`src/rtl/eth_udp_tx_framer.sv`:
```
// eth_udp_tx_framer
//   Feeds the RMII transmit stage's byte FIFO with one complete IPv4/UDP frame.
//   A user payload is buffered, the IPv4 header checksum is computed, then
//   header + payload + zero pad (minimum 46 bytes) are written out as one
//   contiguous burst. Eth_Pkt_Rdy then starts the transmit stage, and the next
//   frame is held off until that frame has left the wire (Tx_En high, then low).
//
// Ports
//   Clk, Rst        clock, synchronous active-high reset (shared with tx stage)
//   In_Byte/In_Valid/In_Last/In_Ready   payload input stream (valid/ready)
//   Tx_En           tx stage wire-active flag
//   Eth_Byte/Eth_Byte_Valid             FIFO write data / write strobe
//   Eth_Pkt_Rdy     one-cycle pulse after the last FIFO write
//   Busy            high whenever the framer is not idle
//   Trunc_Err       one-cycle pulse when the payload exceeded MAX_PAYLOAD
module eth_udp_tx_framer #(
  parameter int unsigned MAX_PAYLOAD = 64,
  parameter logic [31:0] SRC_IP      = 32'hC0A80002,
  parameter logic [31:0] DST_IP      = 32'hC0A800FF,
  parameter logic [15:0] SRC_PORT    = 16'h04D2,
  parameter logic [15:0] DST_PORT    = 16'h162E,
  parameter logic [7:0]  TTL         = 8'd64
) (
  input  logic       Clk,
  input  logic       Rst,
  input  logic [7:0] In_Byte,
  input  logic       In_Valid,
  input  logic       In_Last,
  output logic       In_Ready,
  input  logic       Tx_En,
  output logic [7:0] Eth_Byte,
  output logic       Eth_Byte_Valid,
  output logic       Eth_Pkt_Rdy,
  output logic       Busy,
  output logic       Trunc_Err
);

  localparam int unsigned PW      = $clog2(MAX_PAYLOAD);
  localparam logic [15:0] HDR_LEN = 16'd28;
  localparam logic [15:0] MIN_LEN = 16'd46;

  typedef enum logic [3:0] {
    IDLE, CAPTURE, DRAIN, CSUM, HDR, PAYLOAD, PAD, KICK, WAIT_TX
  } state_t;

  state_t        state, stateNext;

  logic [7:0]    payloadMem [MAX_PAYLOAD];
  logic [PW:0]   payloadLen;
  logic [PW-1:0] rdPtr, rdPtrNext;
  logic [7:0]    rdData;
  logic [15:0]   ipId;
  logic [15:0]   csumAcc, csum;
  logic [15:0]   byteCnt;
  logic [3:0]    wordCnt;
  logic          txSeen;

  logic          accept, lastAccept, wrEn, overflow, emit;
  logic [7:0]    byteNext;
  logic [15:0]   totLen, udpLen, hdrW, csumW, csumFold;
  logic [16:0]   csumSum;

  // Header word idx (0..13): ten IPv4 words then four UDP words.
  function automatic logic [15:0] hdrWord(
    input logic [3:0]  idx,
    input logic [15:0] tot,
    input logic [15:0] id,
    input logic [15:0] udp,
    input logic [15:0] csumField
  );
    case (idx)
      4'd0:    hdrWord = 16'h4500;
      4'd1:    hdrWord = tot;
      4'd2:    hdrWord = id;
      4'd3:    hdrWord = 16'h4000;
      4'd4:    hdrWord = {TTL, 8'h11};
      4'd5:    hdrWord = csumField;
      4'd6:    hdrWord = SRC_IP[31:16];
      4'd7:    hdrWord = SRC_IP[15:0];
      4'd8:    hdrWord = DST_IP[31:16];
      4'd9:    hdrWord = DST_IP[15:0];
      4'd10:   hdrWord = SRC_PORT;
      4'd11:   hdrWord = DST_PORT;
      4'd12:   hdrWord = udp;
      default: hdrWord = 16'h0000;
    endcase
  endfunction

  assign In_Ready = (state == IDLE) || (state == CAPTURE) || (state == DRAIN);
  assign Busy     = (state != IDLE);

  assign totLen = HDR_LEN + 16'(payloadLen);
  assign udpLen = 16'd8 + 16'(payloadLen);

  // Ones-complement accumulation; a single fold suffices because the
  // accumulator never exceeds 0xFFFF, so the folded sum cannot carry again.
  assign csumW    = hdrWord(wordCnt, totLen, ipId, udpLen, 16'h0000);
  assign csumSum  = {1'b0, csumAcc} + {1'b0, csumW};
  assign csumFold = csumSum[15:0] + {15'd0, csumSum[16]};

  assign hdrW = hdrWord(byteCnt[4:1], totLen, ipId, udpLen, csum);

  always_comb begin
    stateNext  = state;
    accept     = In_Valid & In_Ready;
    lastAccept = accept & In_Last;
    wrEn       = 1'b0;
    overflow   = 1'b0;
    emit       = 1'b0;
    byteNext   = '0;
    rdPtrNext  = rdPtr;
    case (state)
      IDLE, CAPTURE: begin
        wrEn = accept;
        if (lastAccept) begin
          stateNext = CSUM;
        end else if (accept) begin
          if (payloadLen == (PW+1)'(MAX_PAYLOAD - 1)) begin
            overflow  = 1'b1;
            stateNext = DRAIN;
          end else begin
            stateNext = CAPTURE;
          end
        end
      end
      DRAIN: begin
        if (lastAccept) stateNext = CSUM;
      end
      CSUM: begin
        if (wordCnt == 4'd9) stateNext = HDR;
      end
      HDR: begin
        emit     = 1'b1;
        byteNext = byteCnt[0] ? hdrW[7:0] : hdrW[15:8];
        if (byteCnt == HDR_LEN - 16'd1) stateNext = PAYLOAD;
      end
      PAYLOAD: begin
        emit      = 1'b1;
        byteNext  = rdData;
        rdPtrNext = rdPtr + 1'b1;
        if (byteCnt == totLen - 16'd1) begin
          stateNext = (totLen < MIN_LEN) ? PAD : KICK;
        end
      end
      PAD: begin
        emit = 1'b1;
        if (byteCnt == MIN_LEN - 16'd1) stateNext = KICK;
      end
      KICK: begin
        stateNext = WAIT_TX;
      end
      WAIT_TX: begin
        if (txSeen && !Tx_En) stateNext = IDLE;
      end
      default: stateNext = IDLE;
    endcase
    if (lastAccept) rdPtrNext = '0;
  end

  always_ff @(posedge Clk) begin
    if (Rst) begin
      state          <= IDLE;
      payloadLen     <= '0;
      rdPtr          <= '0;
      ipId           <= '0;
      csumAcc        <= '0;
      csum           <= '0;
      byteCnt        <= '0;
      wordCnt        <= '0;
      txSeen         <= 1'b0;
      Eth_Byte       <= '0;
      Eth_Byte_Valid <= 1'b0;
      Eth_Pkt_Rdy    <= 1'b0;
      Trunc_Err      <= 1'b0;
    end else begin
      state          <= stateNext;
      rdPtr          <= rdPtrNext;
      Eth_Byte       <= byteNext;
      Eth_Byte_Valid <= emit;
      Eth_Pkt_Rdy    <= (state == KICK);
      Trunc_Err      <= overflow;

      if (wrEn) payloadLen <= payloadLen + 1'b1;

      if (lastAccept) begin
        csumAcc <= '0;
        wordCnt <= '0;
        byteCnt <= '0;
        txSeen  <= 1'b0;
      end

      if (state == CSUM) begin
        csumAcc <= csumFold;
        wordCnt <= wordCnt + 4'd1;
        if (wordCnt == 4'd9) csum <= ~csumFold;
      end

      if (emit) byteCnt <= byteCnt + 16'd1;

      if (state == KICK) ipId <= ipId + 16'd1;

      if (state == WAIT_TX) begin
        if (Tx_En) txSeen <= 1'b1;
        if (stateNext == IDLE) begin
          payloadLen <= '0;
          txSeen     <= 1'b0;
        end
      end
    end
  end

  // Buffer reads are re-issued every cycle from the next pointer, so rdData
  // always holds payloadMem[rdPtr]; the first payload byte is therefore ready
  // when the header ends and a write of byte 0 during capture is picked up.
  always_ff @(posedge Clk) begin
    if (wrEn) payloadMem[payloadLen[PW-1:0]] <= In_Byte;
    rdData <= payloadMem[rdPtrNext];
  end

endmodule

```
`config.mk`:
```
export PLATFORM = sky130hd
export DESIGN_NAME = eth_udp_tx_framer
export DESIGN_NICKNAME = d
export VERILOG_FILES = /design/src/rtl/eth_udp_tx_framer.sv
export SDC_FILE = /design/constraint.sdc
export NUM_CORES = 1
export LEC_CHECK = 0
export ABC_AREA = 1
export CAP_MARGIN = 20
export CORE_MARGIN = 3
export CORE_UTILIZATION = 40
export DETAILED_ROUTE_END_ITERATION = 10
export MAX_ROUTING_LAYER = met4
export PLACE_DENSITY = 0.54
export SLEW_MARGIN = 20
export SYNTH_ARGS = -nofsm -noshare
export SYNTH_HDL_FRONTEND = slang
export SYNTH_SLANG_ARGS = --single-unit
export TNS_END_PERCENT = 100
```
`constraint.sdc`:
```
create_clock -name Clk -period 7.4 [get_ports Clk]
set_input_delay 0.74 -clock Clk [delete_from_list [all_inputs] [get_ports Clk]]
set_output_delay 0.74 -clock Clk [all_outputs]
set_load 0.02 [all_outputs]
```
Word-level counts from Yosys, hierarchy flattened
Memory sizes are Yosys's and may differ from the RTL's. A register that Yosys moved wholly into a read port is not among the register bits.
Cells that the tools add are included.
{"block": "op_classes", "add_sub_neg": 10, "order_cmp": 1, "eq_ne": 35, "mux": 34, "bitwise_logic": 5, "reduce_logical": 17}
{"op": "$pmux W16 S12", "count": 1}
{"op": "$pmux W16 S11", "count": 1}
{"op": "$mux W16", "count": 3}
{"op": "$eq A4 B3 Y1 const B", "count": 11}
{"op": "$eq A4 B4 Y1 const B", "count": 11}
{"op": "$mux W4", "count": 10}
{"op": "$add A16 B1 Y16 const B", "count": 2}
{"op": "$pmux W4 S8", "count": 1}
{"op": "$eq A4 B2 Y1 const B", "count": 6}
{"op": "$mux W7", "count": 3}
{"op": "$add A16 B16 Y17", "count": 1}
{"op": "$add A16 B1 Y16", "count": 1}
{"op": "$eq A16 B16 Y1", "count": 1}
{"op": "$eq A16 B5 Y1 const B", "count": 1}
{"op": "$eq A16 B6 Y1 const B", "count": 1}
{"op": "$logic_not A4 Y1", "count": 4}
{"op": "$not A16 Y16", "count": 1}
{"op": "$pmux W8 S2", "count": 1}
{"op": "$eq A4 B1 Y1 const B", "count": 3}
{"op": "$mux W6", "count": 2}
{"op": "$mux W1", "count": 10}
{"op": "$sub A8 B1 Y9 const B", "count": 1}
{"op": "$add A4 B7 Y8 const A", "count": 1}
{"op": "$add A5 B7 Y8 const A", "count": 1}
{"op": "18 further kinds", "count": 24}
{"block": "word_totals", "reg_bits": 97, "ramBits": 512, "in_bits": 13, "output_inout_bits": 13, "memories": 1}
{"memory": "payloadMem", "depth": 64, "width": 8, "read_ports": 1, "rd_clocked_by_memory_dff": 1, "write_ports": 1, "line": "48", "text": "logic [7:0] payloadMem [MAX_PAYLOAD];"}

Longest topological paths before layout
{"block": "depth", "depth_word": 10, "depth_mapped": 32, "mapped_depth_nobuf": 30}

Worst setup path after synthesis
Ideal clock, no wire load.
{"block": "synth_path", "path_kind": "reg2reg", "startpoint": "register payloadLen[2]", "endpoint": "register csum[10]", "setup_time_ps": 116, "arrival_time_ps": 4107, "t_required_ps": 7284, "setup_slack_ps": 3177, "stages_incl_launch_ff": 32, "path_buffers": 2, "period_less_slack_ps": 4223, "cell_sequence": "dfxtp_1 > buf_2 > inv_1 > clkbuf_1 > ha_1 > nand2_1 > nand2_1 > xor2_1 > inv_1 > nand2_1 > o2111ai_1 > ha_1 > nand2_1 > nor2_1 > and2_1 > nand2_1 > nand2_1 > a21oi_1 > o21bai_1 > ha_1 > ha_1 > inv_1 > nor2_1 > nand3_1 > nor2_1 > nand3_1 > nor2_1 > inv_1 > o21bai_1 > nand3_1 > o211ai_1 > inv_1"}
{"block": "synth_via", "elab_chain_len": 5, "word_cells_on_any_way": 6, "classes_between": "add/sub: 4; mux: 1; bitwise: 1"}
{"item": "start: declaration", "line": "49", "text": "logic [PW:0] payloadLen;"}
{"item": "start signal: assignment", "line": "183", "text": "if (wrEn) payloadLen <= payloadLen + 1'b1;"}
{"item": "$add A4 B7 Y8 or $add A5 B7 Y8 (tied branches)", "line": "93, 92"}
{"item": "$pmux W16 S11 (*)", "line": "71", "text": "case (idx)"}
{"item": "$add A16 B16 Y17 (*)", "line": "98", "text": "assign csumSum = {1'b0, csumAcc} + {1'b0, csumW};"}
{"item": "$add A16 B1 Y16 (*)", "line": "99", "text": "assign csumFold = csumSum[15:0] + {15'd0, csumSum[16]};"}
{"item": "$not A16 Y16 (*)", "line": "195", "text": "if (wordCnt == 4'd9) csum <= ~csumFold;"}
{"item": "end signal: assignment", "line": "195"}
{"item": "end: declaration", "line": "53", "text": "logic [15:0] csumAcc, csum;"}
Every way passes the cells marked *; elsewhere a longest branch is shown, timed or not.
A chain may end at the register's enable or synchronous reset.

Final worst setup path
Same ends and word-level chain as after synthesis.

==> key figures <==
Clock tree
  – Clock sink count: just over 600
  – Hold_buf cts: 0
  – Clk slew on worst S/H paths: 60 ps
  – Skew-Pair Late Insertion Delay: ~620 ps
  – CTS Buf Count: slightly below 70
  – H-tree levels: 3
  – Post-CTS sizing: 0
  – Post-CTS Setup Inserts: 0
  – CTS root buffer: clkbuf_16
  – CTS tree: done
  – Maximum clock insertion buffer count: 3

Hold path
  – Hold Crit Class: reg -> reg
  – Hold path start: csumAcc[0]
  – Hold worst-path end: csumAcc[0]
  – Hold Crit Depth: 2

Floorplan
  – Die footprint: about 0.073 mm²
  – Initial Util: 0.407
  – # IOs: 26
  – Core Area: a little under 0.07 mm²
  – Chip Width: approximately 270 µm
  – Site Rows: 96
  – Die height: about 270 µm

Timing
  – Final Slew Violations: 0
  – Worst-margin pin slew: between 1000 and 1500 ps
  – Clk_skew: ~25 ps
  – # setup viols final: 0
  – Max Clk Rate: about 200 MHz
  – Final Hold Slack: ~470 ps
  – Final Hold Viols: 0
  – Period utilization: 0.685
  – Slew Limit Headroom: 0.280
  – Setup TNS: 0 ps
  – RSZ-0062 raised after global routing: no
  – Period minus WS final: ~5100 ps

GRT
  – First-pass GRT wire length: 120 mm
  – Largest net degree at the start of global routing: 237
  – Global route overflow: 0
  – Initial antenna violation count: 0
  – Vias in the first global route: roughly 19000
  – GRT Overall Usage: 0.217

Layout
  – Antenna diodes: 0
  – Reg area: about 0.017 mm²
  – Footprint of the multi-input gates: 0.00875 mm²
  – Layout cells sized above 1: 0.0602
  – Area Growth Syn to Fin: 11.1%
  – NumNets Final: around 2900
  – FILL cells: about 6500
  – Post-Layout Cell Count: around 3800

Power
  – Peak supply drop: between 0.15 and 0.2 mV
  – Power density over cell area: around 240 mW/mm²
  – Leakage Power: roughly 0.011 µW
  – Total power draw: between 7000 and 8000 µW

Synth
  – Number of flops mapped to enable cells by yosys: between 500 and 600
  – Post-Syn Instances: 2833
  – Mean Syn Cell Area: 9.92 µm²
  – Post-synth net total: around 2900
  – Largest area contributor in the netlist: edfxtp_1
  – Synth cell types: 55
  – Post-synth top flop: edfxtp_1
  – Sequential fraction of the synthesis area: 0.622
  – #FFs+latches synth: approximately 620
  – Top cell type's share of synthesized area: 0.547
  – Cell area after synthesis: between 0.02 and 0.03 mm²
  – Area contributors post-synth: edfxtp_1, dfxtp_1, nand2_1
  – Async S/R FF share, synth: 0
  – Synth Warn #: 0

Worst setup path
  – FF-to-FF Start: payloadLen[2]
  – CP required: approximately 7900 ps
  – Critical Path End Type: register
  – Cell mode on critical path: nand2_1
  – Max incr delay on CP: about 620 ps
  – Critical-path maximum fanout: 12
  – Worst path slowest cell: dfxtp_1
  – Reg-to-reg endpoint: csum[10]
  – Startpoint types: register
  – Crit Path Class: reg -> reg
  – Arr. time, crit path: between 5000 and 6000 ps
  – FF-to-FF setup slack: between 2000 and 2500 ps
  – Worst reg-to-reg path cell count: 29

Detailed routing
  – 1st-iter DRT viols: approximately 1700
  – Routed via count: around 20000
  – Via/cell ratio: approximately 5.3
  – Final WL: a little under 80 mm
  – WL per Instance: approximately 20 µm
  – Post-route DRC: 0
  – Pre-antenna DRT Iters: 5
  – ANT nets after route: 0

Placed design
  – # placed instances: roughly 3700
  – Post-DP HPWL: 48.2 mm
  – IO buf count: 25
  – GP Congestion: approximately 0.95

Status
  – Status: finished clean

Run
  – # Max-Cap Violations: 0
[state kept, by name, summed over array words and instances, names as in the netlist, 4 cells and up]
| signal | count |
|---|---|
| Eth_Byte | 8 |
| rdPtr | 6 |
| csumAcc | 16 |
| state | 4 |
| csum | 16 |
| byteCnt | 16 |
| wordCnt | 4 |
| payloadLen | 7 |
| payloadMem | 512 |
| ipId | 16 |
| rdData | 8 |
[report_power, final]
part	switching, µW	leakage (µW)	internal [µW]
clock network	1420	0.00106	1900
logic	178	0.00482	49.6
registers	20.9	0.00545	3780
[cells in the final DEF (no fill, tap or decap), drive strengths merged, types with 2 or more instances in the layout]
cell             n
o221ai           3
edfxtp         512
nand3          319
and2             3
o22ai            4
o21bai           4
inv            326
clkdlybuf4s50   16
nor3            26
nor2           395
a311oi           2
clkbuf          86
xor2            17
buf             36
a221oi           6
nor4            13
clkinvlp         3
ha              35
nand2          440
o21a             2
a21oi          114
bufinv           4
clkinv          32
xnor2            5
dfxtp          105
a22oi            4
o2111ai          4
nand3b           3
o211ai         120
a2111oi          4
o21ai          196
nand4           22
a211oi           5
[cells by family (layout without fill, tap and decap cells)]
family,count (synthesis),in the layout,synth area share
compound gates,473,473,0.0999
simple gates,1223,1223,0.187
buf+inv,462,503,0.0687
flops,617,617,0.622
xor+xnor,22,22,0.00685
fa+ha+maj,36,36,0.0163
[per-stage QoR]
stage | util | setup WS, ps | cell area [µm²]
6_report | 0.452 | 2330 | 31200
4_1_cts | 0.452 | 2420 | 31200
3_3_place_gp | 0.420 | 2570 | 29000
2_1_floorplan | - | 3180 | 28100
5_1_grt | 0.452 | 1780 | 31200
3_5_place_dp | 0.421 | 2410 | 29000
[per-layer routing]
| layer | up-vias | share of wire | track usage |
|---|---|---|---|
| li1 | 9780 | - | - |
| met1 | 9766 | 0.47 | 0.306 |
| met2 | 643 | 0.45 | 0.329 |
| met3 | 133 | 0.055 | 0.0314 |
| met4 | 0 | 0.029 | 0.0607 |
| met5 | - | 0 | - |
[synthesized netlist by cell type, types with 2 or more instances]
library cell,instances
dfxtp_1,105
nand4_1,22
o21a_1,2
nand2_2,4
o211ai_1,120
nor3_4,2
a2111oi_0,4
inv_2,10
a221oi_1,6
o22ai_1,4
nand2_1,435
nor4_1,13
nor3_1,22
edfxtp_1,512
nor2_1,384
a22oi_1,4
a21oi_1,113
buf_6,12
a311oi_1,2
buf_2,67
o221ai_1,3
and2_1,3
clkinv_1,2
nor2_4,3
xor2_1,17
nand3_1,318
xnor2_1,5
buf_4,5
nor3_2,2
o21ai_0,115
ha_1,35
inv_1,312
o2111ai_1,4
buf_1,11
nand3b_1,3
a211oi_1,5
clkbuf_1,41
o21bai_1,4
nor2_2,7
o21ai_1,80
[how the worst max path moves through the flow]
stage | from | endpoint | slack, ps | depth (start not counted)
2_1_floorplan | payloadLen[2] | csum[10] | 3180 | 31
3_3_place_gp | payloadLen[2] | csum[10] | 2570 | 29
3_5_place_dp | payloadLen[2] | csum[10] | 2410 | 29
4_1_cts | payloadLen[2] | csum[10] | 2420 | 29
5_1_grt | payloadLen[2] | csum[10] | 1780 | 29
6_report | payloadLen[2] | csum[10] | 2330 | 29
[worst max-delay path, delay by kind of cell, from the launching register on]
family / cells / cell delay, ps
AND/OR/NAND/NOR: 14 / 1630
flip-flops: 1 / 620
buffers and inverters: 5 / 650
XOR/XNOR: 1 / 360
AO/OA/AOI/OAI: 5 / 630
adder cells (fa/ha/maj): 4 / 1080
[final cells by class]
cell class,instances,area share
clock inverters,40,0.0117
flip-flops and latches,617,0.560
inverters,325,0.0392
well taps,931,0.0373
clock buffers,86,0.0583
multi-input cells,1754,0.280
repair buffers,52,0.0140
Power figures use the tool's default switching activity.
